[src/rtl/script_loader.sv]
// Script download writer: parses HDR/N/words/CHK frames from the UART byte
// stream, writes 16-bit words to script memory at even byte addresses and
// reports busy/done/err status with an inter-byte timeout.
module script_loader #(
  parameter logic [7:0]  HDR       = 8'hA5,
  parameter int          MAX_WORDS = 128,
  parameter logic [23:0] TIMEOUT   = 24'd10_000_000
) (
  input  logic        clk,
  input  logic        res,
  input  logic [7:0]  rx_data,
  input  logic        rx_valid,
  output logic        wr_en,
  output logic [7:0]  wr_addr,
  output logic [15:0] wr_data,
  output logic        busy,
  output logic        done,
  output logic        err,
  output logic [7:0]  word_count
);

  localparam logic [8:0] MAX_W = 9'(MAX_WORDS);

  typedef enum logic [2:0] {S_IDLE, S_LEN, S_HI, S_LO, S_CHK} state_t;

  state_t      state_q, state_d;
  logic [7:0]  n_q, n_d;
  logic [7:0]  chk_q, chk_d;
  logic [7:0]  hi_q, hi_d;
  logic [6:0]  idx_q, idx_d;
  logic [23:0] timer_q, timer_d;
  logic        wr_en_q, wr_en_d;
  logic [7:0]  wr_addr_q, wr_addr_d;
  logic [15:0] wr_data_q, wr_data_d;
  logic        busy_q, busy_d;
  logic        done_q, done_d;
  logic        err_q, err_d;
  logic [7:0]  wc_q, wc_d;

  logic timeout_hit;
  logic len_bad;
  logic last_word;

  // A received byte in the same cycle always wins over the timeout.
  assign timeout_hit = (state_q != S_IDLE) && !rx_valid && ((timer_q + 24'd1) == TIMEOUT);
  assign len_bad     = (rx_data == 8'd0) || ({1'b0, rx_data} > MAX_W);
  assign last_word   = ({1'b0, idx_q} == (n_q - 8'd1));

  // State and datapath registers, all cleared by the async reset.
  always_ff @(posedge clk or negedge res) begin
    if (!res) begin
      state_q   <= S_IDLE;
      n_q       <= 8'd0;
      chk_q     <= 8'd0;
      hi_q      <= 8'd0;
      idx_q     <= 7'd0;
      timer_q   <= 24'd0;
      wr_en_q   <= 1'b0;
      wr_addr_q <= 8'd0;
      wr_data_q <= 16'd0;
      busy_q    <= 1'b0;
      done_q    <= 1'b0;
      err_q     <= 1'b0;
      wc_q      <= 8'd0;
    end else begin
      state_q   <= state_d;
      n_q       <= n_d;
      chk_q     <= chk_d;
      hi_q      <= hi_d;
      idx_q     <= idx_d;
      timer_q   <= timer_d;
      wr_en_q   <= wr_en_d;
      wr_addr_q <= wr_addr_d;
      wr_data_q <= wr_data_d;
      busy_q    <= busy_d;
      done_q    <= done_d;
      err_q     <= err_d;
      wc_q      <= wc_d;
    end
  end

  // Next-state: advance one step per received byte, or drop to IDLE on timeout.
  always_comb begin
    state_d = state_q;
    if (timeout_hit) begin
      state_d = S_IDLE;
    end else if (rx_valid) begin
      case (state_q)
        S_IDLE:  state_d = (rx_data == HDR) ? S_LEN : S_IDLE;
        S_LEN:   state_d = len_bad ? S_IDLE : S_HI;
        S_HI:    state_d = S_LO;
        S_LO:    state_d = last_word ? S_CHK : S_HI;
        S_CHK:   state_d = S_IDLE;
        default: state_d = S_IDLE;
      endcase
    end
  end

  // Output/datapath next values: word assembly, checksum, status flags.
  always_comb begin
    n_d       = n_q;
    chk_d     = chk_q;
    hi_d      = hi_q;
    idx_d     = idx_q;
    wr_en_d   = 1'b0;
    wr_addr_d = wr_addr_q;
    wr_data_d = wr_data_q;
    busy_d    = busy_q;
    done_d    = done_q;
    err_d     = err_q;
    wc_d      = wc_q;
    timer_d   = (state_q == S_IDLE || rx_valid || timeout_hit) ? 24'd0 : timer_q + 24'd1;
    if (timeout_hit) begin
      err_d  = 1'b1;
      busy_d = 1'b0;
    end else if (rx_valid) begin
      case (state_q)
        S_IDLE: begin
          if (rx_data == HDR) begin
            done_d = 1'b0;
            err_d  = 1'b0;
            busy_d = 1'b1;
            wc_d   = 8'd0;
          end
        end
        S_LEN: begin
          if (len_bad) begin
            err_d  = 1'b1;
            busy_d = 1'b0;
          end else begin
            n_d   = rx_data;
            chk_d = rx_data;
            idx_d = 7'd0;
          end
        end
        S_HI: begin
          hi_d  = rx_data;
          chk_d = chk_q ^ rx_data;
        end
        S_LO: begin
          chk_d     = chk_q ^ rx_data;
          wr_en_d   = 1'b1;
          wr_data_d = {hi_q, rx_data};
          wr_addr_d = {idx_q, 1'b0};
          wc_d      = {1'b0, idx_q} + 8'd1;
          if (!last_word) idx_d = idx_q + 7'd1;
        end
        S_CHK: begin
          if (rx_data == chk_q) done_d = 1'b1;
          else                  err_d  = 1'b1;
          busy_d = 1'b0;
        end
        default: ;
      endcase
    end
  end

  assign wr_en      = wr_en_q;
  assign wr_addr    = wr_addr_q;
  assign wr_data    = wr_data_q;
  assign busy       = busy_q;
  assign done       = done_q;
  assign err        = err_q;
  assign word_count = wc_q;

endmodule

[config.mk]
export PLATFORM = sky130hd
export DESIGN_NAME = script_loader
export DESIGN_NICKNAME = d
export VERILOG_FILES = /design/src/rtl/script_loader.sv
export SDC_FILE = /design/constraint.sdc
export NUM_CORES = 1
export LEC_CHECK = 0
export CAP_MARGIN = 0
export CORE_MARGIN = 2
export CORE_UTILIZATION = 40
export CTS_CLUSTER_SIZE = 30
export DETAILED_ROUTE_END_ITERATION = 8
export SLEW_MARGIN = 20
export SYNTH_ARGS = -nofsm -noshare
export SYNTH_HDL_FRONTEND = slang
export SYNTH_SLANG_ARGS = --single-unit
export TNS_END_PERCENT = 20
[constraint.sdc]
create_clock -name clk -period 4.53 [get_ports clk]
set_input_delay 0.453 -clock clk [delete_from_list [all_inputs] [get_ports clk]]
set_output_delay 0.453 -clock clk [all_outputs]
set_load 0.02 [all_outputs]
==> impl_metrics.toml <==
[detailed_routing]
wl_met3_um = 308
vias_per_cell = 5.38
drt_iter0_markers = 175
routed.top_layer = "met4"
vias = 3796
antenna_left = 0
dr.pass1.iters = 5
totalWireLength_mm = 10.7
dr_wl_met2_mm = 5.05
drc = 0
wl_met1_mm = 5.28
wl_per_cell_um = 15.2

[cells_and_area]
n_antenna_cell = 0
layout_commonest_cell = "nand2_1"
fin_nets = 567
area_growth_pct = 16.4
layout-drive-gt1-share_pct = 8.42
final_cell_mix = "nand2_1 (104), dfrtp_1 (93), clkdlybuf4s50_1 (44), nor2_1 (43), nand3_1 (26)"

[worst_setup_path]
worst_ep_arrival_time_ps = 3500
crit_type = "reg -> reg"
cp_max_fo = 17
start_kind = "register"
endpoint_kind = "register"
worst_ep_required_time_ps = 4720
critPathMaxStageDelay_ps = 620
crit_path_top_delay_cell = "o31ai_4"
cp_cell_sequence = "ha_1, nand4_1, nor4_2, xnor2_1, a31oi_1, or4_4, o31ai_4, nor2_1"

[synth]
synthesis.area_mm2 = 0.00491
ys_types = 65
synth.avg_cell_area_um2 = 9.23
synth_ff_type = "dfrtp_1"
synth_edf_count = 0
postSynthNetCount = 546
synth_warnings = 0
async_reset_ff_share_pct = 100
ys_seq_area_share_pct = 47.4
ys_ff_latch = 93
synthCells = 532

[global_route]
grt_pass1_vias = 3549
grtUsageTotal_pct = 17.1
overflow = 0
grt_pass1_wl_mm = 18.0
antenna_found_initial = 0
grt_max_degree = 51

[sta]
hold_viol_final = 0
rsz0062_at_grt = "no"
fin_crit_ps = 3310
post-route-period-util_pct = 73.1
fin_skew_ps = 6.45
setup_violations = 0
max_slew.worst_pin.slew_ps = 1110
fin_setup_tns_ps = 0
fmax_ghz = 0.302
maxSlewViolCount = 0
slew_headroom_pct = 26.0

[floorplan]
core_mm2 = 0.0120
pin_count = 47
die_w_um = 115
fp-row-count = 40
start_util_pct = 40.9
dieArea_mm2 = 0.0132
die_h_um = 115

[clock_tree]
cts.sinks = 93
hold_buffers = 0
post-cts-setup-buffers = 0
post_cts_resized = 0
insertion_delay_ps = 340
cts_tree = "built"
cts_inserted_buffers = 9
clockBufferDepth = 2
clk_pin_slew_worst_paths_ps = 60
cts-htree-levels = 3
root_buffer = "clkbuf_16"

[power_and_ir_drop]
powerDensity_mw_per_mm2 = 581
power.total_uw = 3320
ir_worst_vdd_mv = 0.206
p_leak_uw = 0.00239

[place]
place_congestion = 0.849
portBuffers = 45
dp_hpwl_mm = 7.38

[job]
max_cap_violations = 0

[worst_hold_path]
hold_path_class = "in -> async"

[run_status]
status = "complete, no violations"
-- metrics by stage --
step                worst slack, ps  instance area [um^2]  hold slack (ps)  util (%)  instances
finish                         1220                  5720              121      47.6        705
detailed placement             1190                  5410              454      45.1        689
global route                    915                  5720              177      47.6        705
global placement               1300                  5410              447      45.1        689
floorplan                      1750                  4910              157         -        532
CTS                            1190                  5720              160      47.6        705
-- synth_stat cells (4+ instances only) --
cell type  instances  area share [%]
a21oi_1           18             1.8
and3_1             6            0.76
buf_2              6            0.61
clkbuf_1          30             2.3
dfrtp_1           93              47
inv_1             11            0.84
mux2_2            17             3.9
nand2_1          104             7.9
nand2b_1           4            0.51
nand3_1           26             2.6
nand4_1           11             1.4
nor2_1            43             3.3
nor3_1            11             1.1
nor3b_1            4            0.61
nor4_1             8             1.0
o211ai_1           5            0.76
o21ai_0           15             1.5
o31ai_1            7             1.1
xnor2_1           25             4.5
xor2_1            23             4.1
-- state kept, by name, summed over array words and instances (netlist names) --
name and count:
done 1, hi_q 8, chk_q 8, timer_q 24
wr_data 16, err 1, busy 1, word_count 8
state_q 3, wr_en 1, n_q 8, wr_addr 7
idx_q 7
-- report_power, final --
| part | leakage, uW | total, uW | switching (uW) | internal, uW |
|---|---|---|---|---|
| Clock | 0.000134 | 761 | 318 | 443 |
| Combinational | 0.00106 | 1180 | 619 | 561 |
| Sequential | 0.00120 | 1380 | 278 | 1100 |
-- routing by layer --
| metal | GRT usage (%) | up-vias |
|---|---|---|
| li1 | - | 1880 |
| met1 | 24.1 | 1851 |
| met2 | 27.3 | 58 |
| met3 | 3.74 | 7 |
| met4 | 3.94 | 0 |
| met5 | 0 | - |
-- cells by family (layout without fill, tap and decap cells) --
| kind of cell | after synthesis | after routing | synth area share [%] |
|---|---|---|---|
| AO/OA/AOI/OAI | 79 | 79 | 11.1 |
| XOR/XNOR | 48 | 48 | 8.56 |
| adder cells (fa/ha/maj) | 3 | 3 | 0.764 |
| buffers and inverters | 52 | 78 | 4.38 |
| flip-flops | 93 | 93 | 47.4 |
| multiplexers | 20 | 20 | 4.51 |
| other | 1 | 1 | 0.0764 |
| AND/OR/NAND/NOR | 236 | 236 | 23.2 |
-- final timing paths --
kind,start,slack (ps),endpoint,cells past startpoint
worst max-delay path,timer_q[0],1220,timer_q[20],8
max in group asynchronous,res,3400,timer_q[11],2
worst max register to register,timer_q[0],1220,timer_q[20],8
worst min-delay path,res,120,word_count[5],1
min in group clk,hi_q[2],460,wr_data[10],2
worst min register to register,hi_q[2],460,wr_data[10],2
-- critical path: cells and delay by family, from the launching register on --
family,cells,cell delay [ps]
simple gates,4,1530
compound gates,2,720
flops,1,450
fa+ha+maj,1,280
xor+xnor,1,190
-- area by class of cell --
cell class	count	area, um^2
clock buffer	11	243
clock inverter	5	60.1
fill	1160	6290
inverter	11	41.3
multi-input combinational	387	2370
sequential	93	2330
tap	147	184
timing repair buffer	51	493
Note: power is estimated with default switching activity, not from simulation.
